`src/rtl/hazard_pkg.sv`:
```
// Shared definitions for the 3-stage pipeline hazard controller:
// RV32 opcode values, hazard FSM state encoding and the canonical NOP.
package hazard_pkg;

   localparam logic [6:0] OP     = 7'b0110011;
   localparam logic [6:0] OP_IMM = 7'b0010011;
   localparam logic [6:0] LOAD   = 7'b0000011;
   localparam logic [6:0] STORE  = 7'b0100011;
   localparam logic [6:0] BRANCH = 7'b1100011;
   localparam logic [6:0] JALR   = 7'b1100111;
   localparam logic [6:0] JAL    = 7'b1101111;
   localparam logic [6:0] LUI    = 7'b0110111;
   localparam logic [6:0] AUIPC  = 7'b0010111;

   // addi x0, x0, 0
   localparam logic [31:0] NOP = 32'h00000013;

   typedef enum logic [1:0] {
      RUN      = 2'd0,
      LD_STALL = 2'd1,
      FLUSH    = 2'd2
   } hz_state_t;

endpackage

```
`src/rtl/hz_src_decode.sv`:
```
// Source-register decode for the EX-stage instruction: extracts rs1/rs2
// and flags which of them the opcode actually reads, so that stale field
// bits in U/J-type encodings never raise a false hazard.
module hz_src_decode
   import hazard_pkg::*;
(
   input  logic [31:0] ex_instr,
   output logic [4:0]  rs1,
   output logic [4:0]  rs2,
   output logic        rs1_used,
   output logic        rs2_used
);

   logic [6:0] opcode;
   logic       unused_bits;

   assign opcode = ex_instr[6:0];
   assign rs1    = ex_instr[19:15];
   assign rs2    = ex_instr[24:20];

   // funct/rd/immediate bits play no part in source detection
   assign unused_bits = ^{ex_instr[31:25], ex_instr[14:7]};

   // Which source fields are architecturally read by this opcode
   always_comb begin
      rs1_used = 1'b0;
      rs2_used = 1'b0;
      case (opcode)
         OP: begin
            rs1_used = 1'b1;
            rs2_used = 1'b1;
         end
         OP_IMM: rs1_used = 1'b1;
         LOAD:   rs1_used = 1'b1;
         STORE: begin
            rs1_used = 1'b1;
            rs2_used = 1'b1;
         end
         BRANCH: begin
            rs1_used = 1'b1;
            rs2_used = 1'b1;
         end
         JALR:   rs1_used = 1'b1;
         default: begin
            rs1_used = 1'b0;
            rs2_used = 1'b0;
         end
      endcase
   end

endmodule

```
`src/rtl/hazard_ctrl.sv`:
```
// Hazard / control unit for the IF | DE+EX | MEM+WB pipeline.
// Compares EX sources against the MEM/WB destination to drive forwarding,
// load-use stall/bubble and taken-branch redirect/flush. A small FSM
// stretches stalls and flushes over LOAD_STALL_CYCLES / FLUSH_CYCLES.
// Optional build macro HAZARD_PERF_EN adds stall_cnt / flush_cnt counters.
module hazard_ctrl
   import hazard_pkg::*;
#(
   parameter int LOAD_STALL_CYCLES = 1,
   parameter int FLUSH_CYCLES      = 2
)
(
   input  logic        clk,
   input  logic        rst,
   input  logic [31:0] ex_instr,
   input  logic [4:0]  mw_rd,
   input  logic        mw_reg_wr,
   input  logic        mw_is_load,
   input  logic        br_taken,
   output logic        fwd_a,
   output logic        fwd_b,
   output logic        stall_if,
   output logic        bubble_mw,
   output logic        flush_ex,
   output logic        pc_redirect,
   output logic        busy
`ifdef HAZARD_PERF_EN
   ,
   output logic [31:0] stall_cnt,
   output logic [31:0] flush_cnt
`endif
);

   localparam int CNT_MAX = (LOAD_STALL_CYCLES > FLUSH_CYCLES) ? LOAD_STALL_CYCLES : FLUSH_CYCLES;
   localparam int CNT_W   = $clog2(CNT_MAX + 1);

   logic [4:0]       rs1;
   logic [4:0]       rs2;
   logic             rs1_used;
   logic             rs2_used;
   logic             match_a;
   logic             match_b;
   logic             load_use;

   hz_state_t        state_reg;
   hz_state_t        state_next;
   logic [CNT_W-1:0] cnt_reg;
   logic [CNT_W-1:0] cnt_next;

   logic             fwd_a_raw;
   logic             fwd_b_raw;
   logic             stall_raw;
   logic             bubble_raw;
   logic             flush_raw;
   logic             redirect_raw;

   hz_src_decode u_src_decode (
      .ex_instr (ex_instr),
      .rs1      (rs1),
      .rs2      (rs2),
      .rs1_used (rs1_used),
      .rs2_used (rs2_used)
   );

   // x0 is hard-wired zero, so a write to it never creates a dependency
   assign match_a  = rs1_used & (rs1 == mw_rd) & (mw_rd != 5'd0) & mw_reg_wr;
   assign match_b  = rs2_used & (rs2 == mw_rd) & (mw_rd != 5'd0) & mw_reg_wr;
   assign load_use = (match_a | match_b) & mw_is_load;

   // Next-state and raw output decode; load-use has priority over a branch
   always_comb begin
      state_next   = state_reg;
      cnt_next     = cnt_reg;
      fwd_a_raw    = 1'b0;
      fwd_b_raw    = 1'b0;
      stall_raw    = 1'b0;
      bubble_raw   = 1'b0;
      flush_raw    = 1'b0;
      redirect_raw = 1'b0;
      case (state_reg)
         RUN: begin
            stall_raw  = load_use;
            bubble_raw = load_use;
            fwd_a_raw  = match_a & ~mw_is_load;
            fwd_b_raw  = match_b & ~mw_is_load;
            if (load_use) begin
               if (LOAD_STALL_CYCLES > 1) begin
                  state_next = LD_STALL;
                  cnt_next   = CNT_W'(LOAD_STALL_CYCLES - 1);
               end
            end else if (br_taken) begin
               redirect_raw = 1'b1;
               flush_raw    = 1'b1;
               if (FLUSH_CYCLES > 1) begin
                  state_next = FLUSH;
                  cnt_next   = CNT_W'(FLUSH_CYCLES - 1);
               end
            end
         end
         LD_STALL: begin
            stall_raw  = 1'b1;
            bubble_raw = 1'b1;
            if (cnt_reg == CNT_W'(1)) begin
               state_next = RUN;
               cnt_next   = '0;
            end else begin
               cnt_next = cnt_reg - CNT_W'(1);
            end
         end
         FLUSH: begin
            flush_raw = 1'b1;
            if (cnt_reg == CNT_W'(1)) begin
               state_next = RUN;
               cnt_next   = '0;
            end else begin
               cnt_next = cnt_reg - CNT_W'(1);
            end
         end
         default: begin
            state_next = RUN;
            cnt_next   = '0;
         end
      endcase
   end

   // FSM state and remaining-cycle counter
   always_ff @(posedge clk) begin
      if (!rst) begin
         state_reg <= RUN;
         cnt_reg   <= '0;
      end else begin
         state_reg <= state_next;
         cnt_reg   <= cnt_next;
      end
   end

   // Outputs are held low for as long as reset is asserted
   assign fwd_a       = rst & fwd_a_raw;
   assign fwd_b       = rst & fwd_b_raw;
   assign stall_if    = rst & stall_raw;
   assign bubble_mw   = rst & bubble_raw;
   assign flush_ex    = rst & flush_raw;
   assign pc_redirect = rst & redirect_raw;
   assign busy        = rst & (state_reg != RUN);

`ifdef HAZARD_PERF_EN
   logic [31:0] stall_cnt_reg;
   logic [31:0] flush_cnt_reg;

   // Free-running event counters, wrapping naturally at 2^32
   always_ff @(posedge clk) begin
      if (!rst) begin
         stall_cnt_reg <= '0;
         flush_cnt_reg <= '0;
      end else begin
         if (stall_if) stall_cnt_reg <= stall_cnt_reg + 32'd1;
         if (flush_ex) flush_cnt_reg <= flush_cnt_reg + 32'd1;
      end
   end

   assign stall_cnt = rst ? stall_cnt_reg : 32'd0;
   assign flush_cnt = rst ? flush_cnt_reg : 32'd0;
`endif

endmodule

```
`config.mk`:
```
export PLATFORM = sky130hd
export DESIGN_NAME = hazard_ctrl
export DESIGN_NICKNAME = d
export VERILOG_FILES = /design/src/rtl/hazard_pkg.sv /design/src/rtl/hz_src_decode.sv /design/src/rtl/hazard_ctrl.sv
export SDC_FILE = /design/constraint.sdc
export NUM_CORES = 1
export LEC_CHECK = 0
export CAP_MARGIN = 25
export CORE_MARGIN = 2
export CORE_UTILIZATION = 25
export CTS_CLUSTER_DIAMETER = 150
export DETAILED_ROUTE_END_ITERATION = 12
export GPL_ROUTABILITY_DRIVEN = 0
export PLACE_DENSITY = 0.78
export SETUP_SLACK_MARGIN = 0.2
export SLEW_MARGIN = 0
export SYNTH_ARGS = -nofsm -noshare
export SYNTH_HDL_FRONTEND = slang
export SYNTH_SLANG_ARGS = --single-unit
```
`constraint.sdc`:
```
create_clock -name clk -period 2 [get_ports clk]
set_input_delay 0.3 -clock clk [delete_from_list [all_inputs] [get_ports clk]]
set_output_delay 0.3 -clock clk [all_outputs]
set_load 0.02 [all_outputs]
```
After elaboration in Yosys (flattened, before gate mapping). Index checks and enable logic that the tools add are counted.

Bits in latches: 0. Output and inout bits: 7. Memory bits (read-only): 0. Input bits: 42. Bits in writable memories: 0. Memories: 0. Register bits after elaboration: 4.

Reductions and logical operators: 8. $lt $le $gt $ge: 0. Equality and inequality tests: 14. Muxes and demuxes: 17. Add/sub/neg operators: 1. Multiply operators: 0. Shifts and indexed selects: 0. Bitwise operators: 17. Divide/modulo/power cells: 0.

Operators with widths (number): $and 1x1->1 (15); $eq 7x6->1 const B (2); $eq 7x7->1 const B (2); $mux 2 (6); $eq 5x5->1 (2); $pmux 2 s2 (2); $eq 7x2->1 const B (1); $eq 7x5->1 const B (1); $mux 1 (7); $reduce_or 6->1 (1); $reduce_bool 5->1 (1); $eq 2x1->1 const B (2); $ne 2x2->1 const B (2); $pmux 1 s2 (2); $reduce_and 3->1 (1); $reduce_or 3->1 (1); $eq 2x2->1 const B (1); $logic_not 2->1 (1); $ne 2x1->1 const B (1); $reduce_and 2->1 (1); $reduce_bool 2->1 (1); $reduce_or 2->1 (1); $sub 2x1->2 const B (1); $not 1->1 (1); $or 1x1->1 (1).

Logic depth before layout (Yosys ltp). Gate-level depths: netlist (run 1).

Word-level depth: 11. Depth in mapped cells: 6.

By module. A second synthesis (run 1) with hierarchy kept.

Cell total of the unflattened synthesis: 65. Area total of the unflattened synthesis: 521.8 µm².

By module, submodules not included: hazard_ctrl (seq. area each 60.1 µm², area an instance 402.9 µm², cells each 49, times used 1); hz_src_decode (seq. area each 0.0 µm², area an instance 118.9 µm², cells each 16, times used 1).

Least setup slack after synthesis (run 1). OpenSTA, ideal clock, no wires.

Path kind: input to output. Start: input port mw_rd[1]. End: output port stall_if. Cell stages on the path: 5. Data arrival time: 1.543 ns. Setup slack: 0.157 ns. Path buffers: 1. Data required time: 1.700 ns. Cell sequence: or4_4 > o2111ai_4 > a21oi_1 > and2_1 > buf_4.

Longest elaborated chain between the ends: 8. Elaborated cells on any way between the ends: 13.

RTL lines: start: declaration (line hazard_ctrl.sv:16) `input logic [4:0] mw_rd,`; $eq 5x5->1 (on tied branches) (line hazard_ctrl.sv:66, hazard_ctrl.sv:67); $and 1x1->1 (on tied branches) (3 in series) (line hazard_ctrl.sv:66, hazard_ctrl.sv:67); $or 1x1->1 (*) (line hazard_ctrl.sv:68) `assign load_use = (match_a | match_b) & mw_is_load;`; $and 1x1->1 (*) (line hazard_ctrl.sv:68); $pmux 1 s2 (*); $and 1x1->1 (*); end: declaration (line hazard_ctrl.sv:22) `output logic stall_if,`.

Every way passes the cells marked *; elsewhere a longest branch is shown, timed or not.

Worst setup path after layout (run 1).
Start: input port mw_rd[2]. End: output port flush_ex.

Longest elaborated chain between the ends: 9. Elaborated cells on any way between the ends: 14.

RTL lines: $eq 5x5->1 (on tied branches) (line hazard_ctrl.sv:66, hazard_ctrl.sv:67); $and 1x1->1 (on tied branches) (3 in series) (line hazard_ctrl.sv:66, hazard_ctrl.sv:67); $or 1x1->1 (*) (line hazard_ctrl.sv:68); $and 1x1->1 (*) (line hazard_ctrl.sv:68); $mux 1 (*) (line hazard_ctrl.sv:86) `if (load_use) begin`; $pmux 1 s2 (*) (line hazard_ctrl.sv:80) `case (state_reg)`; $and 1x1->1 (*) (line hazard_ctrl.sv:142) `assign flush_ex = rst & flush_raw;`; end: declaration (line hazard_ctrl.sv:24) `output logic flush_ex,`.

Marked as above.

==> impl_results.md, run 1 <==
- Status: complete, no violations
- Worst setup SP type: primary input
- Initial Util: 0.265
- Chip height: 44.0 um
- Worst hold path type: reg -> reg
- # DRC: 0
- Core Area: roughly 1500 sq um
- CP max stage delay: between 500 and 600 ps
- Worst-path cell chain: buf_8 -> or4_4 -> o2111ai_4 -> nor2_2 -> a21oi_2 -> buf_6
- Clock Path Buffers: 2
- Max reg flops: 2
- Netlist cell types: 25
- Non-filler instance count after layout: 123
- Placed cells: about 110
- IO Port Bufs: 33
- CP Buf/Inv Count: 2
- Cell Pwr Density: 376 nW/um^2
- Syn Inst Count: 53
- Final Max Slew Viols: 0
- EDFF count, synth: 0
- Top Family by Delay on Critical Path: simple AND/OR/NAND/NOR gates
- Gr usage total: 0.181
- Tcrit/Tclk final: 0.927
- Total congestion overflow: 0
- Dpl ws: -759 ps
- Clock latency at the later pin of the worst-skew pair: roughly 230 ps
- F_max: ~540 MHz
- WHS: about 600 ps
- Post-synthesis sequential area ratio: 0.150
- Max Clock Skew: between 3 and 4 ps
- Post-Synth Adder-Cell Area: 0.0313
- Width of the die: about 44 um
- Vias per cell: between 4 and 5
- Area Growth Syn to Fin: 147%
- DP Wirelength: around 1200 um
- Antenna-violating nets left: 0
- Clk sinks: 3
- Antenna diodes: 0
- CTS Hold Bufs: 0
- Routed length on met2: around 940 um
- Crit path arrival time: ~1600 ps
- Fraction of the mapped netlist area in simple logic gates: 0.348
- Final Cell Area: slightly below 1000 sq um
- Slew Limit Headroom: 0.837
- Initial antenna violation count: 0
- Row cnt: 14
- Post-synthesis mux area share: 0
- TritonCTS clock tree: built
- First-pass GRT wire length: 2500 um
- Mapped Area: approximately 400 sq um
- Total die area: approximately 1900 sq um
- YS warnings: 0
- Flops & latches, synth: 3
- Root buf cell: clkbuf_4
- Post-synth top flop: dfxtp_1
- Via count of the routed design: 580
- Final setup margin: 146 ps
- Syn_area_per_cell: approximately 7.5 sq um
- CTS clk-pin slew, worst paths: around 30 ps
- CP Data Required Time: about 1700 ps
- Compound-Gate Fraction of Synth Area: 0.213
- WL per Instance: approximately 13 um
- Max layer used: met3
- Slowest-stage cell, CP: or4_4
- Drt initial violations: 4
- Final-report hold violation count: 0
- Routed met3 length: 118 um
- Worst setup path class: in -> out
- Maximum vdd drop: about 0.00034 V
- Crit end category: output pin
- Reg-to-reg setup timing slack: approximately 900 ps
- Tightest Pin Transition: about 240 ps
- Final #Nets: between 150 and 200
- Initial DRT Pass Iterations: 3
- Async S/R FF share, synth: 0
- Vias in the first global route: just over 600
- Post-Syn Nets: 96
- Met1 Routed Length: around 530 um
- Setup violators final: 0
- RSZ-0062 raised after global routing: true
- Max Cap Viol: 0
- Leak pwr: around 0.45 nW
- # H-tree levels: 1
- Final WL: approximately 1600 um
- Largest net degree at the start of global routing: 7
- Placed cell area: 838 sq um
- # fillers: roughly 130
- XOR/XNOR Fraction of Synth Area: 0.219
- Share of cells above drive strength 1: 0.523
- Ports: 49
- Fin crit period: ~1900 ps
- Largest family of logic cells by synthesized area: simple AND/OR/NAND/NOR gates
- Total CTS buffers: 3
- Critical Path Fanout Max: 4
## cell type report
type / count / area, sq um / area share
Clock buffer: 4 / 26.3 / 0.0266
Multi-Input combinational cell: 47 / 419 / 0.425
Inverter: 2 / 7.51 / 0.00760
Sequential cell: 3 / 60.1 / 0.0608
Tap cell: 16 / 20.0 / 0.0203
Timing Repair Buffer: 51 / 454 / 0.460
## through the flow
step	power (W)	utilization	setup TNS, ps
after floorplan	0.000143	-	0
after global placement	0.000242	0.556	-4050
after detailed placement	0.000247	0.556	-4290
after CTS	0.000360	0.615	0
after global routing	0.000399	0.655	0
final	0.000371	0.655	0
## placed cells by master, fill, tap and decap left out, types with 2 or more instances in the layout
| cell type | n |
|---|---|
| xor2_1 | 4 |
| clkbuf_4 | 3 |
| buf_8 | 2 |
| nand3_1 | 2 |
| dlygate4sd2_1 | 9 |
| buf_4 | 16 |
| xor2_2 | 4 |
| inv_1 | 2 |
| o21ai_0 | 4 |
| nor4_2 | 2 |
| a21oi_2 | 2 |
| nand2_1 | 6 |
| dfxtp_1 | 3 |
| clkdlybuf4s50_1 | 5 |
| nor2_2 | 2 |
| clkbuf_2 | 6 |
| nor2_4 | 2 |
| clkdlybuf4s15_1 | 2 |
| buf_6 | 10 |
## where the power goes
group          switching, W   total, W  internal [W]
Combinational     0.0000797   0.000184      0.000104
Clock             0.0000317   0.000107     0.0000748
Sequential       0.00000932  0.0000806     0.0000713
## synth_stat cells (2+ instances only)
| cell | instances | area, sq um |
|---|---|---|
| a21oi_1 | 3 | 15.0 |
| o21ai_0 | 4 | 20.0 |
| nor4_1 | 2 | 12.5 |
| xor2_1 | 8 | 70.1 |
| nand3_1 | 2 | 10.0 |
| inv_1 | 2 | 7.51 |
| nor2_1 | 4 | 15.0 |
| and2_1 | 2 | 12.5 |
| dfxtp_1 | 3 | 60.1 |
| xnor2_1 | 2 | 17.5 |
| nand2_1 | 7 | 26.3 |
## timing repair
item                                    in CTS  in global routing
gates cloned                                 0                  0
pin swaps                                   17                 13
gates resized for setup                     89                 25
buffers inserted                             5                  1
endpoints found under the setup margin       9                  6
## cell families (layout without fill, tap and decap cells)
group                      count (synthesis)  in the layout
and+or+nand+nor                           25             25
AOI/OAI and AO/OA                         11             11
DFF                                        3              3
buffers and inverters                      3             57
xor gates and xnor gates                  10             10
adders and majority gates                  1              1
## metal layers
layer,up-vias,track usage
li1,297,-
met4,0,0.0727
met5,-,0
met2,20,0.359
met3,0,0.0583
met1,263,0.163
## final timing paths
path / from / endpoint / depth (start not counted)
setup / recovery: mw_rd[2] / flush_ex / 6
hold / removal: cnt_reg[1] / cnt_reg[1] / 3
setup reg to reg: state_reg[1] / cnt_reg[1] / 6
hold reg to reg: cnt_reg[1] / cnt_reg[1] / 3
## worst reg2reg max path, delay by kind of cell, from the launching register on
kind	cells	cell delay [ps]
AND/OR/NAND/NOR	2	140
AO/OA/AOI/OAI	2	230
flip-flops	1	370
buffers and inverters	2	250
Note: power is estimated with default switching activity, not from simulation.
==> run 2: changes to the inputs <==
- SETUP_SLACK_MARGIN: 0.2 -> 0.1
- SLEW_MARGIN: 0 -> not set
==> run 2 against run 1 <==
Fmax shrank 1.1%; critical endpoint is now bubble_mw; setup slack worse by 20 ps; highest routed layer unchanged; critical path depth stayed put; via count shrank 6.7%; global-route usage shrank 2.7 points; power fell by 6.7%; core utilization down 8.5 points; routed wire length fell by 5.0%; register-to-register slack improved by 70 ps; clock power is essentially flat.
==> impl_results.md, run 2 (synthesis results as in run 1) <==
- CP max stage delay: 410 ps (-150 ps)
- Final Cell Area: 860 sq um (-13%)
- First-pass GRT wire length: 2150 um (-14%)
- Final Max Slew Viols: 0 (unchanged)
- Final #Nets: 142 (-6.0%)
- Tcrit/Tclk final: 0.937 (+0.0100)
- Vias in the first global route: 532 (-13%)
- Antenna-violating nets left: 0 (unchanged)
- Chip height: 44.0 um (unchanged)
- Tightest Pin Transition: 279 ps (+34.9 ps)
- CP Data Required Time: 1700 ps (about the same)
- Setup violators final: 0 (unchanged)
- Most frequent cells in the layout: buf_4 (10), xor2_1 (8), dlygate4sd2_1 (8)
- Via count of the routed design: 541 (-6.7%)
- Max reg flops: 2 (unchanged)
- Antenna diodes: 0 (unchanged)
- Final WL: 1510 um (-5.0%)
- Max Clock Skew: 2.74 ps (-0.982 ps)
- Fin crit period: 1870 ps (+20.1 ps)
- Worst setup path class: in -> out
- IO Port Bufs: 33 (unchanged)
- Row cnt: 14 (unchanged)
- Clock latency at the later pin of the worst-skew pair: 230 ps (about the same)
- Share of cells above drive strength 1: 0.459 (-0.0642)
- Initial Util: 0.265 (unchanged)
- Slowest-stage cell, CP: clkdlybuf4s50_1
- Core Area: 1510 sq um (unchanged)
- Vias per cell: 4.75 (+0.64%)
- Clock Path Buffers: 2 (unchanged)
- WL per Instance: 13.2 um (+2.5%)
- Critical Path Fanout Max: 2 (-2)
- F_max: 534 MHz (-1.1%)
- Status: complete, no violations
- Total CTS buffers: 3 (unchanged)
- Hold Path Cell Cnt: 3 (unchanged)
- Ports: 49 (unchanged)
- CTS clk-pin slew, worst paths: 40 ps (about the same)
- Root buf cell: clkbuf_4
- TritonCTS clock tree: built
- # DRC: 0 (unchanged)
- Most common cell after layout, fill and taps aside: buf_4
- Width of the die: 44.0 um (unchanged)
- FF-to-FF path depth: 5 (-1)
- Leak pwr: 0.395 nW (-12%)
- Placed cells: 110 (-2.7%)
- Initial antenna violation count: 0 (unchanged)
- Post-CTS setup buffers: 0 (-5)
- Crit end category: output pin
- RSZ-0062 raised after global routing: true
- Placed cell area: 810 sq um (-3.4%)
- Total die area: 1930 sq um (unchanged)
- Drt initial violations: 2 (-2)
- Non-filler instance count after layout: 114 (-7.3%)
- Worst-path cell chain: clkdlybuf4s50_1 -> o21ai_0 -> nand3_2 -> a21oi_2 -> and2_4 -> buf_6
- Final-report hold violation count: 0 (unchanged)
- Initial DRT Pass Iterations: 2 (-1)
- Max Cap Viol: 0 (unchanged)
- Gr usage total: 0.153 (-0.0274)
- Largest net degree at the start of global routing: 7 (unchanged)
- Cell Pwr Density: 403 nW/um^2 (+7.1%)
- Area Growth Syn to Fin: 115%
- Slew Limit Headroom: 0.812 (-0.0252)
- DP Wirelength: 1150 um (-5.1%)
- Maximum vdd drop: 0.000426 V (+25%)
- Worst hold path type: in -> reg
- # H-tree levels: 1 (unchanged)
- Worst setup SP type: primary input
- Clk sinks: 3 (unchanged)
- Crit path arrival time: 1570 ps (+20 ps)
- Total congestion overflow: 0 (unchanged)
[run 2: cell types whose count changed in the layout (fill, tap and decap cells not counted), moves of 2 or more]
cell | before | now
buf_6 | 10 | 7
buf_2 | 0 | 2
buf_4 | 16 | 10
xor2_2 | 4 | 0
buf_8 | 2 | 0
xor2_1 | 4 | 8
[run 2: cell type report]
class	count	area, sq um
Clock buffer	4	26.3
Multi-Input combinational cell	47	387
Timing Repair Buffer	42	359
Tap cell	16	20.0
Fill cell	141	647
Sequential cell	3	60.1
Inverter	2	7.51
[run 2: worst max-delay path, delay by kind of cell]
kind | cells | cell delay, ps
AO/OA/AOI/OAI | 2 | 430
buffers and inverters | 2 | 520
AND/OR/NAND/NOR | 2 | 320
[run 2: layer usage]
layer	track usage	vias up	part of all wire
met5	0	-	0
met4	0.0848	0	0
met3	0.0542	0	0.076
met2	0.285	21	0.57
met1	0.142	239	0.36
li1	-	281	-
[run 2: path summary, 6_finish.rpt]
check | slack, ps | startpoint | to
min reg2reg | 580 | cnt_reg[0] | cnt_reg[0]
max | 130 | ex_instr[2] | bubble_mw
min | 490 | rst | cnt_reg[0]
max reg2reg | 960 | state_reg[1] | cnt_reg[1]
[run 2: per-stage QoR]
stage / util / total power, W / setup TNS, ps / hold slack, ps / worst slack (ps)
2_1_floorplan: - / 0.000142 / 0 / 428 / 157
3_3_place_gp: 0.537 / 0.000239 / -3980 / 583 / -720
3_5_place_dp: 0.537 / 0.000242 / -4180 / 578 / -723
4_1_cts: 0.555 / 0.000343 / 0 / 474 / 89.1
5_1_grt: 0.571 / 0.000375 / 0 / 525 / 28.8
6_report: 0.571 / 0.000346 / 0 / 493 / 126
[run 2: report_power, final]
| group | total, W | switching, W | internal [W] |
|---|---|---|---|
| Combinational | 0.000161 | 0.0000745 | 0.0000870 |
| Clock | 0.000105 | 0.0000306 | 0.0000747 |
| Sequential | 0.0000793 | 0.00000792 | 0.0000713 |
| Total | 0.000346 | 0.000113 | 0.000233 |
[run 2: timing repair]
item | CTS | global route
endpoints found under the hold margin | 0 | 0
setup endpoints to repair | 7 | 6
gates resized for setup | 76 | 25
hold buffers | 0 | 0
pin swaps | 15 | 16
==> run 3: changes to the inputs <==
- PLACE_DENSITY: 0.78 -> not set
- PLACE_DENSITY_LB_ADDON: not set -> 0.05
==> run 3 against run 2 <==
Core utilization grew 1.3 points; register-to-register slack lost 30 ps; cell count grew 2.6%; critical endpoint is now flush_ex.
==> impl_results.md, run 3 (synthesis results as in run 1) <==
- DP Wirelength: 1100 um (-5.0%)
- CP Buf/Inv Count: 2 (unchanged)
- Tcrit/Tclk final: 0.932 (-0.00487)
- Share of cells above drive strength 1: 0.406 (-0.0532)
- Total CTS buffers: 3 (unchanged)
- Final-report hold violation count: 0 (unchanged)
- Width of the die: 44.0 um (unchanged)
- Max reg flops: 2 (unchanged)
- Grt met2 use: 0.282 (-0.00294)
- Total die area: 1930 sq um (unchanged)
- Worst setup SP type: primary input
- Final Max Slew Viols: 0 (unchanged)
- Final #Nets: 145 (+2.1%)
- Vias in the first global route: 579 (+8.8%)
- Core Area: 1510 sq um (unchanged)
- Reg-to-reg setup timing slack: 930 ps (-30 ps)
- Initial antenna violation count: 0 (unchanged)
- Crit path arrival time: 1560 ps (about the same)
- Worst Hold Launch: rst
- Ports: 49 (unchanged)
- Leak pwr: 0.406 nW (+2.7%)
- Row cnt: 14 (unchanged)
- Gr usage total: 0.164 (+0.0110)
- Most frequent cells in the layout: buf_4 (14), xor2_1 (7), dlygate4sd2_1 (7)
- Cell Pwr Density: 394 nW/um^2 (-2.2%)
- Worst setup path class: in -> out
- Area Growth Syn to Fin: 120%
- Setup violators final: 0 (unchanged)
- Placed cell area: 825 sq um (+1.9%)
- CTS Hold Bufs: 0 (unchanged)
- WL per Instance: 11.7 um (-11%)
- Maximum vdd drop: 0.000340 V (-20%)
- Antenna diodes: 0 (unchanged)
- Worst-path cell chain: buf_2 -> or4_4 -> o2111ai_4 -> nor2_1 -> a21oi_2 -> buf_4
- Chip height: 44.0 um (unchanged)
- TritonCTS clock tree: built
- Tightest Pin Transition: 240 ps (-39.2 ps)
- Critical Path Fanout Max: 3 (+1)
- Clock Path Buffers: 2 (unchanged)
- Final WL: 1370 um (-9.1%)
- Crit end category: output pin
- Via count of the routed design: 554 (+2.4%)
- Status: complete, no violations
- Placed cells: 112 (+1.8%)
- Reg2reg start: state_reg[1]
- Clk sinks: 3 (unchanged)
- Largest net degree at the start of global routing: 7 (unchanged)
- # H-tree levels: 1 (unchanged)
- Antenna-violating nets left: 0 (unchanged)
- Slowest-stage cell, CP: or4_4
- Initial DRT Pass Iterations: 2 (unchanged)
- GR Util met1: 0.197 (+0.0547)
- CP Data Required Time: 1700 ps (about the same)
- Gr busiest metal: met2
- Max Cap Viol: 0 (unchanged)
- RSZ-0062 raised after global routing: true
- Slew Limit Headroom: 0.839 (+0.0268)
- Top Family by Delay on Critical Path: simple AND/OR/NAND/NOR gates
- Non-filler instance count after layout: 117 (+2.6%)
- CTS clk-pin slew, worst paths: 30 ps (about the same)
- Root buf cell: clkbuf_4
- Hold Path Cell Cnt: 4 (+1)
- CP max stage delay: 550 ps (+140 ps)
- Drt initial violations: 2 (unchanged)
- Clock latency at the later pin of the worst-skew pair: 230 ps (about the same)
- Worst R2R End: cnt_reg[0]
- Worst hold path type: in -> reg
- Grt met3 use: 0.0292 (-0.0250)
- Final Cell Area: 880 sq um (+2.3%)
- Most common cell after layout, fill and taps aside: buf_4
- Total congestion overflow: 0 (unchanged)
- Min-Delay Endpoint: cnt_reg[0]
- First-pass GRT wire length: 2400 um (+12%)
- Initial Util: 0.265 (unchanged)
- Max Clock Skew: 0.0492 ps (-2.70 ps)
- Fin crit period: 1860 ps (-9.74 ps)
- IO Port Bufs: 33 (unchanged)
- # DRC: 0 (unchanged)
- FF-to-FF path depth: 4 (-1)
- F_max: 536 MHz (+0.52%)
- Vias per cell: 4.74 (-0.22%)
-- run 3: area by class of cell --
class	count	area, sq um
Multi-Input combinational cell	47	374
Sequential cell	3	60.1
Tap cell	16	20.0
Fill cell	145	627
Clock buffer	4	26.3
Timing Repair Buffer	45	392
Inverter	2	7.51
-- run 3: timing repair --
action | CTS | global route
hold endpoints to repair | 0 | 0
gates resized for setup | 75 | 17
setup buffers | 1 | 1
endpoints found under the setup margin | 7 | 6
pin swaps | 15 | 17
-- run 3: routing by layer --
layer | routed length (um) | vias up
met1 | 553 | 257
met3 | 71 | 0
li1 | - | 285
met2 | 746 | 12
met4 | 0 | 0
met5 | 0 | -
-- run 3: report_power, final --
group	switching (W)	internal, W
combinational	0.0000715	0.0000908
sequential	0.00000974	0.0000714
clock	0.0000284	0.0000746
total	0.000110	0.000237
-- run 3: how the worst max path moves through the flow --
stage | start | end | slack (ps) | depth (start not counted)
global placement | mw_rd[3] | stall_if | -730 | 7
finish | mw_rd[2] | flush_ex | 140 | 6
floorplan | mw_rd[1] | stall_if | 160 | 5
global route | mw_rd[1] | stall_if | 20 | 8
CTS | ex_instr[19] | stall_if | 100 | 7
detailed placement | mw_rd[3] | stall_if | -740 | 7
-- run 3: stage by stage --
step	setup slack (ps)	hold slack, ps	util	setup TNS [ps]	power, W
3_5_place_dp	-743	595	0.547	-4120	0.000245
3_3_place_gp	-729	571	0.547	-4090	0.000244
5_1_grt	21.4	508	0.584	0	0.000378
4_1_cts	102	604	0.551	0	0.000344
2_1_floorplan	157	428	-	0	0.000142
6_report	135	491	0.584	0	0.000346
-- run 3: worst register-to-register path, delay by kind of cell (launching register included) --
family,cells,cell delay [ps]
flops,1,330
compound gates,1,40
buf+inv,1,160
simple gates,2,430
